[config.mk]
export PLATFORM = sky130hd
export DESIGN_NAME = spi_write_sequencer
export DESIGN_NICKNAME = d
export VERILOG_FILES = /design/src/rtl/spi_write_sequencer.sv
export SDC_FILE = /design/constraint.sdc
export NUM_CORES = 1
export LEC_CHECK = 0
export ABC_AREA = 1
export CAP_MARGIN = 20
export CORE_UTILIZATION = 31
export DETAILED_ROUTE_END_ITERATION = 8
export GPL_TIMING_DRIVEN = 0
export PLACE_DENSITY_LB_ADDON = 0.15
export SLEW_MARGIN = 10
export SYNTH_ARGS = -nofsm -noshare
export SYNTH_HDL_FRONTEND = slang
export SYNTH_SLANG_ARGS = --single-unit
[constraint.sdc]
create_clock -name clk -period 4.75 [get_ports clk]
set_input_delay 0.475 -clock clk [delete_from_list [all_inputs] [get_ports clk]]
set_output_delay 0.475 -clock clk [all_outputs]
set_load 0.005 [all_outputs]
[src/rtl/spi_write_sequencer.sv]
// Queued SPI register-write sequencer. A small FIFO buffers {addr, data}
// requests; the FSM sends each one as a 16-bit mode-0 write frame,
// MSB first. The first frame bit is the write flag.
//
// state | meaning
// ------+-------------------------------------------------------------
// IDLE  | no frame; waits for a queued entry
// SETUP | ncs low, copi = frame bit 15, sclk low for CLK_DIV cycles
// SHIFT | 16 bits, each sclk high CLK_DIV then low CLK_DIV cycles
// HOLD  | sclk low, ncs still low for CLK_DIV cycles
// GAP   | ncs high for 2*CLK_DIV cycles before the next frame
module spi_write_sequencer #(
  parameter int CLK_DIV    = 4,
  parameter int FIFO_DEPTH = 4
) (
  input  logic       clk,
  input  logic       rst_n,
  input  logic       req_valid,
  output logic       req_ready,
  input  logic [6:0] req_addr,
  input  logic [7:0] req_data,
  output logic       sclk,
  output logic       ncs,
  output logic       copi,
  output logic       busy,
  output logic       frame_done
);

  localparam int PW = $clog2(FIFO_DEPTH);
  localparam int CW = PW + 1;
  localparam logic [CW-1:0] DEPTH_C = CW'(FIFO_DEPTH);
  // Timer holds (cycles - 1); terminal count is zero.
  localparam logic [8:0] HALF_LD = 9'(CLK_DIV - 1);
  localparam logic [8:0] GAP_LD  = 9'(2 * CLK_DIV - 1);

  typedef enum logic [2:0] {IDLE, SETUP, SHIFT, HOLD, GAP} state_t;

  state_t        state, state_nxt;
  logic [14:0]   mem [FIFO_DEPTH];
  logic [PW-1:0] wptr, rptr;
  logic [CW-1:0] count;
  logic          push, pop, fifo_empty, timer_tc;

  logic [8:0]  timer, timer_nxt;
  logic [3:0]  bit_cnt, bit_cnt_nxt;
  logic [14:0] shreg, shreg_nxt;
  logic        sclk_nxt, ncs_nxt, copi_nxt, frame_done_nxt;

  assign req_ready  = (count != DEPTH_C);
  assign fifo_empty = (count == '0);
  assign push       = req_valid && req_ready;
  assign timer_tc   = (timer == '0);
  assign busy       = (state != IDLE) || !fifo_empty;
  // The head is consumed exactly when a frame starts.
  assign pop        = (state_nxt == SETUP) && (state != SETUP);

  // FIFO storage; no reset needed, validity is tracked by count.
  always_ff @(posedge clk) begin
    if (push) mem[wptr] <= {req_addr, req_data};
  end

  // FIFO pointers and occupancy; simultaneous push and pop cancel out.
  always_ff @(posedge clk or negedge rst_n) begin
    if (!rst_n) begin
      wptr  <= '0;
      rptr  <= '0;
      count <= '0;
    end else begin
      if (push) wptr <= wptr + PW'(1);
      if (pop)  rptr <= rptr + PW'(1);
      case ({push, pop})
        2'b10:   count <= count + CW'(1);
        2'b01:   count <= count - CW'(1);
        default: ;
      endcase
    end
  end

  // FSM state register.
  always_ff @(posedge clk or negedge rst_n) begin
    if (!rst_n) state <= IDLE;
    else        state <= state_nxt;
  end

  // FSM next-state decode.
  always_comb begin
    state_nxt = state;
    case (state)
      IDLE:    if (!fifo_empty) state_nxt = SETUP;
      SETUP:   if (timer_tc) state_nxt = SHIFT;
      SHIFT:   if (timer_tc && !sclk && bit_cnt == 4'd15) state_nxt = HOLD;
      HOLD:    if (timer_tc) state_nxt = GAP;
      GAP:     if (timer_tc) state_nxt = fifo_empty ? IDLE : SETUP;
      default: state_nxt = IDLE;
    endcase
  end

  // Next values for the registered outputs, timer and shifter.
  always_comb begin
    sclk_nxt       = sclk;
    ncs_nxt        = ncs;
    copi_nxt       = copi;
    frame_done_nxt = 1'b0;
    shreg_nxt      = shreg;
    bit_cnt_nxt    = bit_cnt;
    timer_nxt      = timer_tc ? timer : timer - 9'd1;
    case (state)
      SETUP: begin
        if (timer_tc) begin
          sclk_nxt  = 1'b1;
          timer_nxt = HALF_LD;
        end
      end
      SHIFT: begin
        if (timer_tc) begin
          timer_nxt = HALF_LD;
          if (sclk) begin
            // Falling sclk is the only point where copi advances.
            sclk_nxt  = 1'b0;
            copi_nxt  = shreg[14];
            shreg_nxt = {shreg[13:0], 1'b0};
          end else if (bit_cnt != 4'd15) begin
            sclk_nxt    = 1'b1;
            bit_cnt_nxt = bit_cnt + 4'd1;
          end
        end
      end
      HOLD: begin
        if (timer_tc) begin
          ncs_nxt        = 1'b1;
          copi_nxt       = 1'b0;
          frame_done_nxt = 1'b1;
          timer_nxt      = GAP_LD;
        end
      end
      default: ;
    endcase
    if (pop) begin
      // Bit 15 (write flag) goes straight to copi; shreg keeps bits 14:0.
      shreg_nxt   = mem[rptr];
      copi_nxt    = 1'b1;
      ncs_nxt     = 1'b0;
      sclk_nxt    = 1'b0;
      bit_cnt_nxt = '0;
      timer_nxt   = HALF_LD;
    end
  end

  // Output, timer and shifter registers.
  always_ff @(posedge clk or negedge rst_n) begin
    if (!rst_n) begin
      sclk       <= 1'b0;
      ncs        <= 1'b1;
      copi       <= 1'b0;
      frame_done <= 1'b0;
      timer      <= '0;
      bit_cnt    <= '0;
      shreg      <= '0;
    end else begin
      sclk       <= sclk_nxt;
      ncs        <= ncs_nxt;
      copi       <= copi_nxt;
      frame_done <= frame_done_nxt;
      timer      <= timer_nxt;
      bit_cnt    <= bit_cnt_nxt;
      shreg      <= shreg_nxt;
    end
  end

endmodule

==> Yosys cells after proc, flatten, opt, wreduce, memory -nomap -nowiden <==
Memories as Yosys holds them, arrays and structs flattened.
Index checks and enable logic that the tools add are counted.
{ "op_classes": {"n_addsub": 6, "eq_ne": 16, "mux": 39, "reduce_logical": 25} }
{ "op_table": {"columns": ["cell", "count"], "rows": [
  ["15-bit 2-to-1 mux", 4],
  ["9-bit 2-to-1 mux", 4],
  ["4-bit 2-to-1 mux", 5],
  ["9-bit one-hot mux with 2 select lines", 1],
  ["1-bit 2-to-1 mux", 16],
  ["3-bit 2-to-1 mux", 5],
  ["3-bit inequality test (second input constant)", 5],
  ["3-bit one-hot mux with 5 select lines", 1],
  ["2-bit nonzero test", 6],
  ["9-bit zero test", 1],
  ["3-bit nonzero test", 3],
  ["9-bit by 1-bit subtractor with 9-bit output (second input constant)", 1],
  ["4-bit AND reduction", 2],
  ["3-bit by 1-bit == test with 1-bit output (second input constant)", 2],
  ["3-bit by 2-bit == test with 1-bit output (second input constant)", 2],
  ["3-bit zero test", 2],
  ["3-bit one-hot mux with 2 select lines", 1],
  ["3-bit AND reduction", 2],
  ["2-bit by 1-bit adder with 2-bit output (second input constant)", 2],
  ["4-bit by 1-bit adder with 4-bit output (second input constant)", 1],
  ["4-bit == test (second input constant)", 1],
  ["1-bit logical AND", 4],
  ["4-bit inequality test (second input constant)", 1],
  ["1-bit one-hot mux with 2 select lines", 2],
  ["11 further kinds", 12]
]} }
{ "word_totals": {"ff_bits": 42, "mem_bits_rw": 60, "in_bits": 18, "out_inout_bits": 6, "n_memories": 1} }
{ "mem_list": {"columns": ["name", "depth", "word_bits", "rd", "rd_clocked_by_memory_dff", "wr", "line", "text"], "rows": [
  ["mem", 4, 15, 1, 0, 1, "39", "logic [14:0] mem [FIFO_DEPTH];"]
]} }

==> Logic depth before layout (Yosys ltp) <==
Gate-level depths: netlist of the first run.
{ "depth": {"ltp_word": 9, "mapped_depth": 19} }

==> Worst setup path before layout of the first run <==
Ideal clock, no wire load.
{ "synth_path": {"path_kind": "register to register", "from": "register timer[0]", "to": "register count[2]", "t_arrival_ns": 2.455, "path_slack_ns": 2.215, "stages_incl_launch_ff": 20, "n_path_buf": 2, "synth_period_minus_slack_ns": 2.535, "cell_sequence": "dfrtp_1 -> inv_1 -> ha_1 -> nand2_1 -> nor2_1 -> nand2_2 -> buf_6 -> nand2_4 -> nand3_2 -> nor2_4 -> nand2_4 -> inv_2 -> buf_6 -> ha_1 -> inv_1 -> fa_1 -> nor2_1 -> nor2_1 -> nand2_1 -> xnor2_1"} }
{ "synth_via": {"elab_chain_len": 9, "word_cells_on_any_way": 14, "cone_classes": "eq/ne: 3; mux: 6; reduce/logical: 5"} }
{ "synth_rtl": {"columns": ["item", "line", "text"], "rows": [
  ["from (decl)", "44", "logic [8:0] timer, timer_nxt;"],
  ["from (signal assigned)", "164", "timer <= timer_nxt;"],
  ["9-bit zero test (*)", "52", "assign timer_tc = (timer == '0);"],
  ["1-bit logical AND (2 in a row)", "91", "SHIFT: if (timer_tc && !sclk && bit_cnt == 4'd15) state_nxt = HOLD;"],
  ["3-bit 2-to-1 mux", "91", null],
  ["3-bit one-hot mux with 5 select lines (*)", "88", "case (state)"],
  ["3-bit by 1-bit == test with 1-bit output (*)", "55", "assign pop = (state_nxt == SETUP) && (state != SETUP);"],
  ["1-bit logical AND (*)", "55", null],
  ["2-bit by 1-bit == test with 1-bit output or 2-bit == test (tied branches)", "71", "case ({push, pop})"],
  ["3-bit one-hot mux with 2 select lines or 2-bit nonzero test (tied branches)", null, null],
  ["to (signal assigned)", "72", "2'b10: count <= count + CW'(1);"],
  ["to (signal assigned)", "73", "2'b01: count <= count - CW'(1);"],
  ["to (decl)", "41", "logic [CW-1:0] count;"]
]} }
Mark *: on every way between the ends. The rest lies on a longest branch, timed or not.
A chain may end at the register's enable or synchronous reset.

==> Worst setup path in the final report of the first run <==
{ "layout_path": {"from": "register timer[0]", "to": "register count[2]"} }
{ "layout_via": {"elab_chain_len": 9, "word_cells_on_any_way": 14, "cone_classes": "eq/ne: 3; mux: 6; reduce/logical: 5"} }
{ "layout_rtl": {"columns": ["item", "line", "text"], "rows": [
  ["9-bit zero test (*)", "52", null],
  ["1-bit logical AND (2 in a row)", "91", null],
  ["3-bit 2-to-1 mux", "91", null],
  ["3-bit one-hot mux with 5 select lines (*)", "88", null],
  ["net state_nxt[0]", "38", "state_t state, state_nxt;"],
  ["3-bit by 1-bit == test with 1-bit output (*)", "55", null],
  ["1-bit logical AND (*)", "55", null],
  ["2-bit by 1-bit == test with 1-bit output or 2-bit == test (tied branches)", "71", null],
  ["3-bit one-hot mux with 2 select lines or 2-bit nonzero test (tied branches)", null, null]
]} }
Mark *: on every way through the listed nets, which the timed path passes. The rest lies on a longest branch.

==> results of run 1 <==
-- layer usage --
metal  GRT usage  vias to the layer above  share of wire
met5           0                        -              0
met4      0.0488                        0          0.013
met3      0.0338                       11          0.031
met2       0.245                       49           0.48
met1       0.184                     1592           0.47
li1            -                     1598              -
-- area by class of cell --
| class | count | area, um2 |
|---|---|---|
| well taps | 184 | 230 |
| clock inverters | 6 | 76.3 |
| repair buffers | 28 | 302 |
| plain buffers | 21 | 135 |
| clock buffers | 9 | 225 |
| inverters | 36 | 135 |
| flip-flops and latches | 102 | 2850 |
| multi-input cells | 283 | 1580 |
| fillers | 1460 | 9110 |
-- cells in the final DEF, fill, tap and decap left out, drive strengths merged --
master / n
a32o: 14
o21ai: 19
a21oi: 20
nand2: 123
xor2: 6
clkbuf: 21
o2111ai: 1
nor3: 4
clkinv: 1
dfstp: 1
nor3b: 1
nor2: 41
edfxtp: 60
o211ai: 1
xnor2: 4
o32ai: 1
nor4: 1
nand4: 5
ha: 9
buf: 15
inv: 40
bufinv: 1
dfrtp: 41
clkdlybuf4s50: 22
fa: 1
o31ai: 2
nand3: 16
o311ai: 14
-- state kept, by name, summed over array words and instances, names as in the netlist, 2 cells and up --
register / count
timer: 9
rptr: 2
count: 3
shreg: 15
mem: 60
state: 3
bit_cnt: 4
wptr: 2
-- stage by stage --
stage / utilization / instances / power, mW / worst slack [ns]
6_report: 0.378 / 669 / 3.55 / 1.78
5_1_grt: 0.378 / 669 / 3.83 / 1.50
4_1_cts: 0.378 / 669 / 3.60 / 1.75
3_5_place_dp: 0.357 / 654 / 2.82 / 1.78
3_3_place_gp: 0.352 / 649 / 2.77 / 1.81
2_1_floorplan: - / 442 / 2.34 / 2.22
-- synthesized netlist by cell type (9+ instances only) --
cell and instances:
sky130_fd_sc_hd__nand2_1 119, sky130_fd_sc_hd__edfxtp_1 60, sky130_fd_sc_hd__dfrtp_1 41, sky130_fd_sc_hd__nor2_1 38, sky130_fd_sc_hd__inv_1 31, sky130_fd_sc_hd__a21oi_1 19
sky130_fd_sc_hd__a32o_1 14, sky130_fd_sc_hd__o21ai_1 14, sky130_fd_sc_hd__o311ai_0 14, sky130_fd_sc_hd__nand3_1 13, sky130_fd_sc_hd__clkbuf_1 12, sky130_fd_sc_hd__ha_1 9
-- kinds of logic after synthesis --
| logic type | share of synthesized area |
|---|---|
| and+or+nand+nor | 0.174 |
| DFF | 0.608 |
| AOI/OAI and AO/OA | 0.111 |
| buffers and inverters | 0.0576 |
| xor gates and xnor gates | 0.0203 |
| adders and majority gates | 0.0283 |
-- worst min-delay path by stage --
stage,end,slack [ns],cells after the start
after detailed placement,timer[0],0.44,1
after global routing,bit_cnt[1],0.07,1
after CTS,bit_cnt[2],0.06,1
after floorplan,bit_cnt[0],0.18,0
final,bit_cnt[1],0.06,1
after global placement,count[0],0.47,1
-- critical path, delay by kind of cell, from the launching register on --
family / cells / cell delay (ns)
DFF: 1 / 0.39
buffers and inverters: 5 / 0.71
adders and majority gates: 3 / 0.72
and+or+nand+nor: 9 / 0.96
xor gates and xnor gates: 1 / 0.11
-- power by group --
part | total [mW] | switching [mW] | internal, mW
registers | 1.29 | 0.107 | 1.18
clock network | 0.760 | 0.344 | 0.416
logic | 1.50 | 0.940 | 0.559
total | 3.55 | 1.39 | 2.16
==> run_results.csv, run 1 <==
group,metric,value,unit
run_status,outcome,"complete, no violations",
placed_design,place_hpwl,7.29,mm
cells_and_area,area.growth.synth_to_final,18.0,%
yosys,yosys_top_cell_by_area,"sky130_fd_sc_hd__edfxtp_1",
setup_path,critPathMaxStageDelay,0.39,ns
floorplan,dieArea,0.0156,mm2
clock_network,sinks_on_the_clock_net,102,
sta,timing.hold.ws,0.0577,ns
setup_path,timing.critical_path.fanout_max,10,
floorplan,die_y,125,um
sta,clock-skew-final,0.00632,ns
sta,rsz0062_at_grt,"false",
routing,via_per_inst,4.86,
flow_run,timing.max_cap.violations,0,
routing,via_count,3250,
setup_path,crit_path_start,"timer[0]",
routing,totalWireLength,10.5,mm
floorplan,effective_utilization_at_floorplan,0.320,
floorplan,fp-row-count,44,
clock_network,cts.repair_timing.setup_buffer_count,0,
yosys,mapped_nets,470,
setup_path,worstSetupStartpointType,"flip-flop",
sta,worst_slew_slack_as_a_fraction_of_its_limit,0.586,
setup_path,worstSetupEndpointType,"flip-flop",
routing,drtIter0Drc,168,
yosys,syn-cell-area,0.00469,mm2
floorplan,core_area,0.0146,mm2
setup_path,timing.critical_path.cells,"inv_1, ha_1, nand2_1, nor2_1, nand2_2, inv_1, nand3_1, nand3_2, nand2_4, inv_2, buf_6, ha_1, inv_1, fa_1, nor2_1, nor2_1, nand2_1, xnor2_1",
yosys,synth_warnings,0,
routing,drt_first_pass_iters,4,
yosys,netlist.area_leader.share,0.384,
clock_network,htreeDepth,3,
power_and_ir_drop,power_density,641,mW/mm2
grt,track_usage,0.146,
routing,route.detailed.wl_per_inst,15.7,um
sta,period_minus_slack,2.97,ns
setup_path,critical_path_class,"reg -> reg",
clock_network,post_cts.resized_instances,0,
grt,grt.overflow.total,0,
yosys,synth.yosys.seq_area_share,0.608,
clock_network,clock_buffers_created_by_tritoncts,9,
yosys,post_synth.cell_area_avg,10.6,um2
yosys,post_synth_edffs,60,
clock_network,clk_pin_slew,0.07,ns
yosys,number_of_cells_produced_by_synthesis,442,
placed_design,place_area,0.00524,mm2
clock_network,cts_hold_repair.buffers,0,
cells_and_area,post_route_cells_drive_above_1_share,0.109,
floorplan,io_pins,24,
min_path,worstHoldPathType,"in -> async",
sta,actual_transition_at_the_worst_max_transition_pin,0.621,ns
yosys,yosys.cell_types.count,39,
cells_and_area,num_antenna_cells,0,
power_and_ir_drop,total_leakage_power,2.24,nW
sta,fin_tns_setup,0,ns
setup_path,crit_required,5.03,ns
setup_path,cpMaxStageDelayCell,"sky130_fd_sc_hd__dfrtp_1",
clock_network,clk_root_buffer_cell,"sky130_fd_sc_hd__clkbuf_16",
cells_and_area,design_area,0.00554,mm2
setup_path,crit-reg2reg-capture,"count[2]",
setup_path,reg2regPathDepth,18,
setup_path,r2r_setup_slack,1.78,ns
clock_network,clock_tree.buffer_depth,2,
sta,final-max-slew-violation-count,0,
placed_design,gp_congestion,0.770,
grt,first_pass_grt_wire_length,17.6,mm
power_and_ir_drop,vdd.ir_drop.worst,0.260,mV
grt,pin_count_of_the_biggest_net_entering_global_routing,28,
yosys,synth.top_cells.by_area,"sky130_fd_sc_hd__edfxtp_1 38%, sky130_fd_sc_hd__dfrtp_1 22%, sky130_fd_sc_hd__nand2_1 9.5%",
sta,timing.final.setup_violations,0,
yosys,postSynth.asyncResetShare,0.412,
sta,final.period_utilization,0.625,
floorplan,floorplan.die.width,125,um
placed_design,io_buffers,23,
grt,first_global_vias,3387,
clock_network,latest_clock_arrival_within_the_worst_skew_pair,0.35,ns
cells_and_area,final_nets,509,
clock_network,cts_tree,"done",
setup_path,end_point_of_the_critical_path,"count[2]",
sta,fmax,0.337,GHz
setup_path,worst_r2r_startpoint,"timer[0]",
grt,grt_antenna_before_repair,0,
setup_path,worst_ep_arrival_time,3.25,ns
sta,count_of_endpoints_failing_hold_in_the_final_timing_report,0,
yosys,dominant_register_cell_in_the_synthesized_netlist,"sky130_fd_sc_hd__edfxtp_1",
routing,post-route-drc-count,0,
yosys,ys_ff_latch,102,
routing,antenna_violating_nets_post_route,0,
Power figures use the tool's default switching activity.
==> run 2: changes to the inputs <==
- clock period: 4.75 -> 2.9 ns (I/O delays scaled with it)
==> run_results.csv, run 2 (synthesized netlist as in run 1, its figures left out) <==
group,metric,value,unit
sta,final.period_utilization,0.925,
setup_path,crit_path_max_delay_family,"simple AND/OR/NAND/NOR gates",
flow_run,timing.max_cap.violations,0,
setup_path,worst_r2r_startpoint,"timer[0]",
setup_path,timing.critical_path.cells,"inv_2, ha_2, nand2_1, nor2_2, nand2_2, buf_6, nand2_4, nand3_2, nor2_4, nand2_4, inv_6, buf_6, ha_1, inv_1, fa_2, nor2_1, nor2_1, nand2_1, xnor2_1",
clock_network,cts_tree,"done",
clock_network,clock_tree.buffer_depth,2,
setup_path,critical_path_class,"reg -> reg",
floorplan,fp-row-count,44,
cells_and_area,biggestRegsByFlops,"mem: 60 flops, shreg: 15 flops, timer: 9 flops",
cells_and_area,layout.cells.most_common,"sky130_fd_sc_hd__nand2_1",
setup_path,timing.critical_path.buf_inv,5,
grt,grt_antenna_before_repair,0,
routing,via_count,3266,
routing,drtIter0Drc,158,
placed_design,place_area,0.00524,mm2
clock_network,latest_clock_arrival_within_the_worst_skew_pair,0.35,ns
cells_and_area,layout_common_cells,"119 x sky130_fd_sc_hd__nand2_1, 60 x sky130_fd_sc_hd__edfxtp_1, 41 x sky130_fd_sc_hd__dfrtp_1",
clock_network,clock_buffers_created_by_tritoncts,9,
floorplan,floorplan.die.width,125,um
floorplan,die_y,125,um
setup_path,crit_path_start,"timer[0]",
routing,totalWireLength,10.5,mm
sta,worst_slack,0.217,ns
routing,via_per_inst,4.86,
cells_and_area,post_route_cells_drive_above_1_share,0.123,
clock_network,clk_pin_slew,0.07,ns
setup_path,worst_ep_arrival_time,2.96,ns
cells_and_area,finish.cell_count_without_fillers,672,
sta,period_minus_slack,2.68,ns
run_status,outcome,"complete, no violations",
sta,actual_transition_at_the_worst_max_transition_pin,0.630,ns
sta,timing.final.setup_violations,0,
setup_path,reg2regPathDepth,19,
routing,antenna_violating_nets_post_route,0,
setup_path,r2r_setup_slack,0.22,ns
setup_path,critPathMaxStageDelay,0.40,ns
clock_network,sinks_on_the_clock_net,102,
cells_and_area,area_of_the_multi_input_gates,0.00159,mm2
sta,worst_slew_slack_as_a_fraction_of_its_limit,0.580,
cells_and_area,num_antenna_cells,0,
cells_and_area,final_nets,512,
sta,final-max-slew-violation-count,0,
sta,fmax,0.373,GHz
placed_design,place_hpwl,7.29,mm
setup_path,cpMaxStageDelayCell,"sky130_fd_sc_hd__dfrtp_1",
power_and_ir_drop,total_power,5.87,mW
routing,post-route-drc-count,0,
sta,count_of_endpoints_failing_hold_in_the_final_timing_report,0,
floorplan,effective_utilization_at_floorplan,0.320,
placed_design,io_buffers,23,
setup_path,worstSetupStartpointType,"flip-flop",
routing,drt_first_pass_iters,4,
routing,route.detailed.wl_per_inst,15.7,um
setup_path,crit-reg2reg-capture,"count[2]",
cells_and_area,registers.top_by_ff_count,"mem",
setup_path,end_point_of_the_critical_path,"count[2]",
sta,clock-skew-final,0.00635,ns
placed_design,gp_congestion,0.770,
setup_path,critical_path_depth,19,
cells_and_area,layout.area.seq,0.00285,mm2
floorplan,core_area,0.0146,mm2
placed_design,numPlacedInstances,654,
grt,pin_count_of_the_biggest_net_entering_global_routing,28,
cells_and_area,number_of_flip_flops_in_the_largest_register,60,
power_and_ir_drop,power_density,1050,mW/mm2
floorplan,dieArea,0.0156,mm2
grt,first_pass_grt_wire_length,17.6,mm
sta,timing.hold.ws,0.407,ns
cells_and_area,fillerInstances,1466,
setup_path,crit_required,3.18,ns
setup_path,timing.critical_path.fanout_max,10,
cells_and_area,area.growth.synth_to_final,18.8,%
grt,first_global_vias,3393,
clock_network,clk_root_buffer_cell,"sky130_fd_sc_hd__clkbuf_16",
cells_and_area,design_area,0.00558,mm2
power_and_ir_drop,vdd.ir_drop.worst,0.427,mV
floorplan,io_pins,24,
min_path,worstHoldPathType,"in -> async",
grt,track_usage,0.146,
power_and_ir_drop,total_leakage_power,2.24,nW
placed_design,pre_cts_ws,-0.0681,ns
clock_network,htreeDepth,3,
setup_path,worstSetupEndpointType,"flip-flop",
grt,grt.overflow.total,0,
[run 2: cell count changes in the layout (fill, tap and decap cells not counted)]
| cell | previous run | this run |
|---|---|---|
| sky130_fd_sc_hd__nor2_1 | 34 | 33 |
| sky130_fd_sc_hd__fa_2 | 0 | 1 |
| sky130_fd_sc_hd__inv_1 | 31 | 29 |
| sky130_fd_sc_hd__inv_6 | 3 | 4 |
| sky130_fd_sc_hd__buf_4 | 2 | 4 |
| sky130_fd_sc_hd__ha_1 | 9 | 8 |
| sky130_fd_sc_hd__dlygate4sd3_1 | 0 | 1 |
| sky130_fd_sc_hd__fa_1 | 1 | 0 |
| sky130_fd_sc_hd__ha_2 | 0 | 1 |
| sky130_fd_sc_hd__clkinvlp_4 | 0 | 1 |
| sky130_fd_sc_hd__nor2_2 | 5 | 6 |
[run 2: worst min-delay path by stage]
stage	slack (ns)	to
CTS	0.41	bit_cnt[2]
global placement	0.47	count[0]
finish	0.41	bit_cnt[1]
detailed placement	0.26	timer[0]
floorplan	-0.006	bit_cnt[0]
global route	0.44	bit_cnt[1]
[run 2: final cells by class]
cell class / instances / share of cell area
Clock inverter: 6 / 0.0137
Sequential cell: 102 / 0.512
Tap cell: 184 / 0.0413
Multi-Input combinational cell: 283 / 0.284
Clock buffer: 9 / 0.0404
Buffer: 21 / 0.0242
Timing Repair Buffer: 31 / 0.0585
Inverter: 36 / 0.0258
[run 2: stage by stage]
step	setup TNS (ns)	utilization
final	0	0.381
after global routing	-0.0115	0.381
after CTS	0	0.379
after detailed placement	-0.0681	0.357
after global placement	-0.00270	0.352
after floorplan	0	-
[run 2: layer usage]
layer,vias to the layer above,track usage,part of all wire
li1,1603,-,-
met1,1612,0.185,0.47
met2,41,0.244,0.49
met3,10,0.0338,0.026
met4,0,0.0488,0.013
met5,-,0,0
[run 2: timing repair]
item                                    CTS  global route
hold endpoints to repair                 14             0
hold buffers                              1             0
setup buffers                             0             2
gates resized for setup                   2             5
pin swaps                                 0             1
endpoints found under the setup margin    1             2
[run 2: power by group]
group          internal, mW  switching, mW
Combinational         0.953           1.56
Sequential             1.94          0.177
Clock                 0.682          0.563
==> run 3: changes to the inputs <==
==> constraint.sdc (replaced) <==
create_clock -name clk -period 2.9 [get_ports clk]
set_input_delay 0.58 -clock clk [delete_from_list [all_inputs] [get_ports clk]]
set_output_delay 0.58 -clock clk [all_outputs]
set_load 0.005 [all_outputs]
==> run_results.csv, run 3 (synthesized netlist as in run 1, its figures left out) <==
group,metric,value,unit
floorplan,core_area,0.0146,mm2
cells_and_area,finish.cell_count_without_fillers,671,
floorplan,floorplan.die.width,125,um
setup_path,r2r_setup_slack,0.22,ns
setup_path,worstSetupStartpointType,"flip-flop",
setup_path,worst_ep_arrival_time,2.96,ns
routing,via_per_inst,4.87,
floorplan,io_pins,24,
grt,pin_count_of_the_biggest_net_entering_global_routing,28,
power_and_ir_drop,power_density,1050,mW/mm2
cells_and_area,final_nets,511,
clock_network,clk_root_buffer_cell,"sky130_fd_sc_hd__clkbuf_16",
sta,final.period_utilization,0.925,
cells_and_area,layout.cells.most_common,"sky130_fd_sc_hd__nand2_1",
cells_and_area,num_antenna_cells,0,
setup_path,critPathMaxStageDelay,0.40,ns
power_and_ir_drop,total_power,5.87,mW
sta,count_of_endpoints_failing_hold_in_the_final_timing_report,0,
floorplan,dieArea,0.0156,mm2
cells_and_area,design_area,0.00557,mm2
sta,clock-skew-final,0.00655,ns
routing,post-route-drc-count,0,
setup_path,cpMaxStageDelayCell,"sky130_fd_sc_hd__dfrtp_1",
grt,grtUsageMet3,0.0338,
grt,first_pass_grt_wire_length,17.6,mm
setup_path,crit_required,3.18,ns
sta,actual_transition_at_the_worst_max_transition_pin,0.620,ns
clock_network,clock_tree.buffer_depth,2,
setup_path,critical_path_class,"reg -> reg",
sta,period_minus_slack,2.68,ns
sta,fmax,0.373,GHz
grt,grt_antenna_before_repair,0,
cells_and_area,area.growth.synth_to_final,18.6,%
grt,grt_use_met1,0.185,
setup_path,crit_path_max_delay_family,"simple AND/OR/NAND/NOR gates",
grt,globalRouteMet2Util,0.245,
power_and_ir_drop,vdd.ir_drop.worst,0.427,mV
setup_path,crit-reg2reg-capture,"count[2]",
clock_network,latest_clock_arrival_within_the_worst_skew_pair,0.35,ns
clock_network,clock_buffers_created_by_tritoncts,9,
routing,route.detailed.wl_per_inst,15.7,um
setup_path,reg2regPathDepth,19,
sta,final-max-slew-violation-count,0,
placed_design,numPlacedInstances,654,
sta,timing.final.setup_violations,0,
clock_network,clk_pin_slew,0.07,ns
setup_path,timing.critical_path.buf_inv,5,
setup_path,critical_path_depth,19,
cells_and_area,registers.top_by_ff_count,"mem",
flow_run,timing.max_cap.violations,0,
grt,grt.overflow.total,0,
placed_design,place_area,0.00524,mm2
routing,antenna_violating_nets_post_route,0,
min_path,worstHoldPathType,"in -> async",
cells_and_area,layout_common_cells,"119 x sky130_fd_sc_hd__nand2_1, 60 x sky130_fd_sc_hd__edfxtp_1, 41 x sky130_fd_sc_hd__dfrtp_1",
cells_and_area,post_route_cells_drive_above_1_share,0.123,
setup_path,worstSetupEndpointType,"flip-flop",
grt,first_global_vias,3387,
grt,grt-busiest-layer,"met2",
run_status,outcome,"complete, no violations",
clock_network,sinks_on_the_clock_net,102,
routing,via_count,3269,
floorplan,effective_utilization_at_floorplan,0.320,
routing,drt_first_pass_iters,4,
setup_path,timing.critical_path.cells,"inv_2, ha_2, nand2_1, nor2_2, nand2_2, buf_6, nand2_4, nand3_2, nor2_4, nand2_4, inv_6, buf_6, ha_1, inv_1, fa_2, nor2_1, nor2_1, nand2_1, xnor2_1",
setup_path,timing.critical_path.fanout_max,10,
clock_network,cts_tree,"done",
power_and_ir_drop,total_leakage_power,2.24,nW
floorplan,fp-row-count,44,
cells_and_area,number_of_flip_flops_in_the_largest_register,60,
cells_and_area,biggestRegsByFlops,"mem: 60 flops, shreg: 15 flops, timer: 9 flops",
floorplan,die_y,125,um
routing,totalWireLength,10.5,mm
sta,worst_slew_slack_as_a_fraction_of_its_limit,0.587,
setup_path,worst_r2r_startpoint,"timer[0]",
clock_network,htreeDepth,3,
placed_design,place_hpwl,7.29,mm
cells_and_area,post-route-util,0.380,
routing,drtIter0Drc,166,
clock_network,cts_hold_repair.buffers,0,
grt,track_usage,0.146,
placed_design,gp_congestion,0.770,
placed_design,io_buffers,23,
[run 3: layout make-up]
cell class / instances / area (um2)
timing repair buffer: 30 / 317
multi-input combinational: 283 / 1590
clock inverter: 6 / 76.3
tap: 184 / 230
buffer: 21 / 135
fill: 1466 / 9080
sequential: 102 / 2850
inverter: 36 / 144
clock buffer: 9 / 225
[run 3: worst max path at each step]
stage | slack [ns] | start | end
after floorplan | 0.37 | timer[0] | count[2]
after CTS | 0.03 | timer[0] | count[2]
after global routing | -0.01 | timer[0] | count[2]
after global placement | -0.15 | rst_n | wptr[1]
final | 0.22 | timer[0] | count[2]
after detailed placement | -0.07 | timer[0] | count[2]
[run 3: worst reg2reg max path, stage by stage, from the launching register on]
cell                      delay [ns]
sky130_fd_sc_hd__dfrtp_1        0.40
sky130_fd_sc_hd__inv_2          0.08
sky130_fd_sc_hd__ha_2           0.18
sky130_fd_sc_hd__nand2_1        0.06
sky130_fd_sc_hd__nor2_2         0.14
sky130_fd_sc_hd__nand2_2        0.10
sky130_fd_sc_hd__buf_6          0.16
sky130_fd_sc_hd__nand2_4        0.08
sky130_fd_sc_hd__nand3_2        0.08
sky130_fd_sc_hd__nor2_4         0.13
sky130_fd_sc_hd__nand2_4        0.09
sky130_fd_sc_hd__inv_6          0.09
sky130_fd_sc_hd__buf_6          0.14
sky130_fd_sc_hd__ha_1           0.15
sky130_fd_sc_hd__inv_1          0.07
sky130_fd_sc_hd__fa_2           0.34
sky130_fd_sc_hd__nor2_1         0.11
sky130_fd_sc_hd__nor2_1         0.04
sky130_fd_sc_hd__nand2_1        0.07
sky130_fd_sc_hd__xnor2_1        0.11
[run 3: metrics by stage]
step / hold WS (ns) / setup TNS (ns) / setup WS, ns
floorplan: 0.284 / 0 / 0.365
global placement: 0.465 / -7.32 / -0.149
detailed placement: 0.469 / -0.0681 / -0.0681
CTS: 0.170 / 0 / 0.0285
global route: 0.179 / -0.0115 / -0.0115
finish: 0.162 / 0 / 0.218
[run 3: per-layer routing]
layer | part of all wire | wire, um
met4 | 0.013 | 141
met5 | 0 | 0
met1 | 0.47 | 4950
met2 | 0.48 | 5080
met3 | 0.032 | 339
[run 3: timing repair]
item | 4_1_cts | 5_1_grt
setup buffers | 0 | 2
setup endpoints to repair | 1 | 2
pin swaps | 0 | 1
resized for setup | 2 | 5
[run 3: report_power, final]
group / switching (mW) / leakage [nW] / internal [mW] / total, mW
Combinational: 1.56 / 1.00 / 0.952 / 2.51
Clock: 0.563 / 0.149 / 0.682 / 1.24
Sequential: 0.176 / 1.08 / 1.94 / 2.11
